==> config.mk <==
export PLATFORM = sky130hd
export DESIGN_NAME = round_robin_distributor
export DESIGN_NICKNAME = d
export VERILOG_FILES = /design/src/rtl/round_robin_distributor.sv
export SDC_FILE = /design/constraint.sdc
export NUM_CORES = 1
export LEC_CHECK = 0
export BUFFER_PORTS_ARGS = -buffer_cell sky130_fd_sc_hd__buf_2
export CORE_ASPECT_RATIO = 0.8
export CORE_MARGIN = 10
export CORE_UTILIZATION = 52
export DETAILED_ROUTE_END_ITERATION = 8
export PLACE_DENSITY = 0.79
export SETUP_SLACK_MARGIN = 0.05
export SYNTH_ARGS = -nofsm -noshare
export SYNTH_HDL_FRONTEND = slang
export SYNTH_SLANG_ARGS = --single-unit
==> constraint.sdc <==
create_clock -name clk -period 5.3 [get_ports clk]
set_input_delay 0.265 -clock clk [delete_from_list [all_inputs] [get_ports clk]]
set_output_delay 0.265 -clock clk [all_outputs]
set_load 0.05 [all_outputs]
==> src/rtl/round_robin_distributor.sv <==
// One valid/ready input stream spread round-robin over three single-entry output slots.
// A busy slot is skipped, so one stalled consumer never blocks the other two lanes.
module round_robin_distributor #(
  parameter int WIDTH = 8
) (
  input  logic             clk,
  input  logic             res_n,
  input  logic [WIDTH-1:0] in_data,
  input  logic             in_valid,
  output logic             in_ready,
  output logic [WIDTH-1:0] out0_data,
  output logic             out0_valid,
  input  logic             out0_ready,
  output logic [WIDTH-1:0] out1_data,
  output logic             out1_valid,
  input  logic             out1_ready,
  output logic [WIDTH-1:0] out2_data,
  output logic             out2_valid,
  input  logic             out2_ready,
  output logic [1:0]       last_dest
);

  logic [2:0]       valid_q;
  logic [2:0]       valid_d;
  logic [WIDTH-1:0] data_q [3];
  logic [WIDTH-1:0] data_d [3];
  logic [1:0]       ptr_q;
  logic [1:0]       ptr_d;
  logic [1:0]       last_dest_q;
  logic [1:0]       last_dest_d;

  logic [2:0] out_ready;
  logic [2:0] load;
  logic [1:0] ptr_eff;
  logic [1:0] cand1;
  logic [1:0] cand2;
  logic [1:0] dest;
  logic       accept;

  function automatic logic [1:0] inc3(input logic [1:0] v);
    logic [1:0] r;
    case (v)
      2'd0:    r = 2'd1;
      2'd1:    r = 2'd2;
      default: r = 2'd0;
    endcase
    return r;
  endfunction

  assign out_ready = {out2_ready, out1_ready, out0_ready};

  // Freedom is judged from registered valids only: a slot draining this cycle is
  // still busy, which keeps in_ready free of any path from the outN_ready inputs.
  always_comb begin
    ptr_eff  = (ptr_q == 2'd3) ? 2'd0 : ptr_q;
    cand1    = inc3(ptr_eff);
    cand2    = inc3(cand1);
    dest     = cand2;
    if (!valid_q[ptr_eff]) begin
      dest = ptr_eff;
    end else if (!valid_q[cand1]) begin
      dest = cand1;
    end
    in_ready = ~&valid_q;
    accept   = in_valid & in_ready;
  end

  always_comb begin
    ptr_d       = ptr_eff;
    last_dest_d = last_dest_q;
    if (accept) begin
      ptr_d       = inc3(dest);
      last_dest_d = dest;
    end
  end

  genvar gi;
  generate
    for (gi = 0; gi < 3; gi++) begin : g_slot
      always_comb begin
        load[gi]    = accept && (dest == 2'(gi));
        valid_d[gi] = valid_q[gi] & ~out_ready[gi];
        data_d[gi]  = data_q[gi];
        if (load[gi]) begin
          valid_d[gi] = 1'b1;
          data_d[gi]  = in_data;
        end
      end

      always_ff @(posedge clk or negedge res_n) begin
        if (!res_n) begin
          valid_q[gi] <= 1'b0;
          data_q[gi]  <= '0;
        end else begin
          valid_q[gi] <= valid_d[gi];
          data_q[gi]  <= data_d[gi];
        end
      end
    end
  endgenerate

  always_ff @(posedge clk or negedge res_n) begin
    if (!res_n) begin
      ptr_q       <= 2'd0;
      last_dest_q <= 2'd0;
    end else begin
      ptr_q       <= ptr_d;
      last_dest_q <= last_dest_d;
    end
  end

  assign out0_data  = data_q[0];
  assign out1_data  = data_q[1];
  assign out2_data  = data_q[2];
  assign out0_valid = valid_q[0];
  assign out1_valid = valid_q[1];
  assign out2_valid = valid_q[2];
  assign last_dest  = last_dest_q;

endmodule

## Yosys cells after proc, flatten, opt, wreduce, memory -nomap -nowiden

Index checks and enable logic that the tools add are counted.
Widths: inputs -> output; s select.

| operators by class | value |
|---|---|
| mux-type cells | 14 |
| reductions and logical operators | 8 |
| equality and inequality tests | 5 |
| order comparisons | 2 |
| bitwise gates (word level) | 7 |

Operator list:

| operator | number |
|---|---|
| $pmux 2 s2 | 3 |
| $mux 2 | 4 |
| $eq 2x1->1 const B | 3 |
| $logic_not 2->1 | 3 |
| $lt 2x3->1 const B | 2 |
| $mux 1 | 5 |
| $and 1x1->1 | 4 |
| $bmux 1 s2 | 2 |
| $eq 2x2->1 const B | 2 |
| $logic_and 1x1->1 | 3 |
| $not 1->1 | 3 |
| $reduce_and 3->1 | 1 |
| $logic_not 1->1 | 1 |

| storage, ports and cells | value |
|---|---|
| word-level logic and storage cells | 44 |
| input bits | 14 |
| output and inout port bits | 30 |
| register bits | 31 |

## Longest topological paths before layout

| logic depth | value |
|---|---|
| depth after elaboration | 11 |
| mapped depth | 8 |
| gate-level depth less buffers | 7 |

## Worst setup path after synthesis

OpenSTA, ideal clock, no wires.

| path | value |
|---|---|
| kind | reg2reg |
| from | reg valid_q[2] (netlist: out2_valid) |
| to | reg data_q (netlist bit out2_data[0]) |
| setup slack | 2.959 ns |
| data arrival time | 2.216 ns |
| library setup time | 0.125 ns |
| clock period less this slack | 2.341 ns |
| stages on the path, launching flop included | 5 |
| data required time | 5.175 ns |
| path buffers | 0 |
| cells stage by stage | dfrtp_1 > nand3_1 > nand2_1 > nor3_4 > mux2_2 |

| on the way | value |
|---|---|
| elaborated cells on any way between the ends | 11 |
| classes of those cells | eq/ne: 1; mux: 6; bitwise: 1; reduce/logical: 3 |

RTL lines:

| what | RTL line | text |
|---|---|---|
| start, declared | 23 | `logic [2:0] valid_q;` |
| start signal, assigned by index | 95 | `valid_q[gi] <= valid_d[gi];` |
| $reduce_and 3->1 | 64 | `in_ready = ~&valid_q;` |
| $logic_not 1->1 | 64 |  |
| net in_ready | 10 | `output logic in_ready,` |
| $and 1x1->1 | 65 | `accept = in_valid & in_ready;` |
| $logic_and 1x1->1 | 81 | `load[gi] = accept && (dest == 2'(gi));` |
| end signal, assigned by index | 96 | `data_q[gi] <= data_d[gi];` |
| end, declared | 25 | `logic [WIDTH-1:0] data_q [3];` |

The timed path passes the listed nets, and every way through them passes these cells. The select of a mux whose other input is x is not followed.
A chain may end at the register's enable or synchronous reset.

## Final worst setup path

| path | value |
|---|---|
| from | reg ptr_q[0] |
| to | reg data_q (netlist bit out0_data[4]) |

| on the way | value |
|---|---|
| word-level cells in the longest chain between the ends | 10 |
| elaborated cells on any way between the ends | 16 |
| classes of those cells | eq/ne: 3; mux: 9; reduce/logical: 4 |

Ends and longest elaborated chain:

| what | RTL line | text |
|---|---|---|
| start, declared | 27 | `logic [1:0] ptr_q;` |
| start signal, assigned | 107 | `ptr_q <= ptr_d;` |
| $eq 2x2->1 | 55 | `ptr_eff = (ptr_q == 2'd3) ? 2'd0 : ptr_q;` |
| $mux 2 * | 55 |  |
| $eq 2x1->1 or $logic_not 2->1 (tied branches) | 42 | `case (v)` |
| $pmux 2 s2 | 42 |  |
| $eq 2x1->1, or another cell as far along | 42 |  |
| $pmux 2 s2 or $mux 1 (tied branches) | 42, 61 |  |
| $mux 2 | 61 | `end else if (!valid_q[cand1]) begin` |
| $mux 2 * | 59 | `if (!valid_q[ptr_eff]) begin` |
| $logic_not 2->1 * | 81 |  |
| $logic_and 1x1->1 * | 81 |  |

Mark *: on every way between the ends. The rest lies on a longest branch, timed or not. The select of a mux whose other input is x is not followed.

==> metrics.md <==
| Metric | Value |
|---|---|
| Status | `complete, no violations` |
| Final min period | `2.57 ns` |
| R2r worst-path depth | `7` |
| GPL Wtd Cong | `0.838` |
| Drt total wl | `2.78 mm` |
| # nets final | `155` |
| Yosys cell types | `19` |
| H-Tree Depth | `2` |
| TritonCTS clock tree | `done` |
| Row count | `16` |
| Clock sinks | `31` |
| Max-Slew Margin vs Limit | `50.9%` |
| Overflow after GRT | `0` |
| Max FO, Critical Path | `10` |
| Element type at the critical path end | `flip-flop` |
| Synthesized Nets | `105` |
| Critical-path cell list | `inv_1 -> ha_1 -> nor3b_1 -> a21oi_1 -> o211ai_2 -> nand4bb_1 -> mux2_4` |
| Crit Path Class | `reg2reg` |
| Worst slew pin tran | `0.733 ns` |
| Count leader, synth | `dfrtp_1` |
| Max-cap violations | `0` |
| Met2 routed WL | `1.31 mm` |
| Fill cell count | `199` |
| Initial antenna violation count | `0` |
| Via count | `887` |
| Die H | `65.0 microns` |
| Total CTS buffers | `5` |
| Drt pass-1 iters | `4` |
| CP max stage cell | `nand4bb_1` |
| Fin Setup TNS | `0 ns` |
| Largest net degree at the start of global routing | `32` |
| First-pass GRT wire length | `4.71 mm` |
| Post-route ant nets | `0` |
| Sequential-to-total area share from yosys stat | `59.0%` |
| Worst skew pair latency | `0.32 ns` |
| RSZ-0062 raised after global routing | `no` |
| Yosys warns | `0` |
| Fmax | `389 MHz` |
| Syn avg cell area | `14.8 sq um` |
| Data required, critical path | `5.50 ns` |
| Synth area leader | `dfrtp_1` |
| Post-cts resize count | `0` |
| Hold bufs inserted after CTS | `1` |
| Die area | `4950 sq um` |
| Cell Area, Synth | `1310 sq um` |
| Worst Path Arrival | `2.78 ns` |
| Initial core utilization | `54.2%` |
| Layout cells sized above 1 | `56.5%` |
| Vias in the first global route | `975` |
| GRT Overall Usage | `12.0%` |
| Count of state elements after synthesis | `31` |
| R2R Setup Slk | `2.73 ns` |
| Core ar. | `2420 sq um` |
| Clock skew | `0.00437 ns` |
| Crit start category | `flip-flop` |
| IO buf count | `43` |
| Avg WL per Cell | `16.0 microns` |
| Top sig layer | `met4` |
| Worst hold endpoint | `out2_valid` |
| M1 wire length | `1.17 mm` |
| P&R area growth vs syn | `22.9%` |
| Num ports | `44` |
| Worst path max stage delay | `0.72 ns` |
| Largest cells by area after synthesis | `dfrtp_1 59%, mux2_2 15%, mux2_4 9.1%` |
| Drt first-iter violations | `68` |
| Final setup viols | `0` |
| Number of synthesized flops with an enable pin | `0` |
| Area share of the largest cell type after synthesis | `59.0%` |
| Period utilization | `48.5%` |
| Worst reg2reg startpoint | `ptr_q[0]` |
| Hold Startpoint | `out2_ready` |
| Worst Hold Depth | `2` |
| Drt drc | `0` |
| Async set-reset flop share out of synthesis | `100%` |
| DP Wirelength | `2.11 mm` |
| Setup bufs post-CTS | `0` |
| Reg clk slew, reported paths | `0.08 ns` |
| Synthesized instance count | `89` |
| Die width | `76.2 microns` |
| Top FF cell, synth | `dfrtp_1` |
| Ant diodes | `0` |
| WL met3 | `241 microns` |
| Hold Path Class | `in2reg` |
| Pins over their slew limit | `0` |
| RR Endpoint | `out0_data[4]` |
| Final hold vios | `0` |
| List of most frequent post-synthesis cells | `31 x dfrtp_1, 17 x mux2_2, 8 x mux2_4` |
| CTS max path bufs | `2` |
| Clock root buffer | `clkbuf_4` |
| Post-DR vias/cell | `5.10` |
-- sequential cells by signal, summed over array words and instances, names as in the netlist --
register	flops
last_dest	2
out2_valid	1
out0_data	8
out1_data	8
out2_data	8
out0_valid	1
out1_valid	1
ptr_q	2
-- metal layers --
metal / GRT usage [%] / up-vias
met2: 19.3 / 30
met1: 13.0 / 435
met5: 0 / -
met4: 5.56 / 0
met3: 6.20 / 7
li1: - / 415
-- cell type report --
class	count	area, sq um	share of cell area (%)
flip-flops and latches	31	776	48.1
multi-input cells	51	504	31.2
repair buffers	44	225	14.0
well taps	36	45.0	2.79
clock buffers	6	41.3	2.56
inverters	6	22.5	1.40
-- stage by stage --
stage / area (sq um) / setup slack, ns / utilization, % / std cells / hold WS, ns
2_1_floorplan: 1310 / 2.96 / - / 89 / -0.0306
3_3_place_gp: 1560 / 2.82 / 64.5 / 167 / 0.333
3_5_place_dp: 1560 / 2.70 / 64.5 / 167 / 0.339
4_1_cts: 1610 / 2.67 / 66.6 / 174 / 0.100
5_1_grt: 1610 / 2.54 / 66.6 / 174 / 0.107
6_report: 1610 / 2.73 / 66.6 / 174 / 0.113
-- cells by family after synthesis --
kind of cell	count (synthesis)	share of synthesized area, %
and+or+nand+nor	14	7.62
buffers and inverters	7	2.57
muxes	25	23.7
DFF	31	59.0
AOI/OAI and AO/OA	10	5.14
adders and majority gates	2	1.90
-- cell usage in the layout, fill, tap and decap left out --
cell type and n:
mux2_2 17, inv_1 6, o311ai_0 1, clkbuf_4 5, o211ai_2 1, nor3b_1 1, a21oi_1 1, a21o_2 1
o21bai_1 1, dlygate4sd3_1 1, nand2_1 7, nand4_4 1, o21ai_0 5, buf_2 43, and3_2 1, nor3_4 1
nand3_1 2, mux2_4 8, clkbuf_1 1, ha_1 2, nand4bb_1 1, dfrtp_1 31
-- worst max-delay path: cells and delay by family, from the launching register on --
kind            cells  cell delay, ns
simple gates        2            0.88
fa+ha+maj           1            0.32
mux                 1            0.52
compound gates      2            0.32
flops               1            0.36
buf+inv             1            0.05
-- worst max-delay path by stage --
stage / from / cells past startpoint / endpoint / slack (ns)
floorplan: out2_valid / 4 / out2_data[0] / 2.96
global placement: ptr_q[0] / 7 / out0_data[6] / 2.82
detailed placement: ptr_q[0] / 7 / out0_data[4] / 2.70
CTS: ptr_q[0] / 7 / out0_data[5] / 2.67
global route: ptr_q[0] / 7 / out0_data[5] / 2.54
finish: ptr_q[0] / 7 / out0_data[4] / 2.73
Power is left out: the tool's default activity adds up to more than one toggle a clock period on the data nets, which glitch-free logic cannot reach.
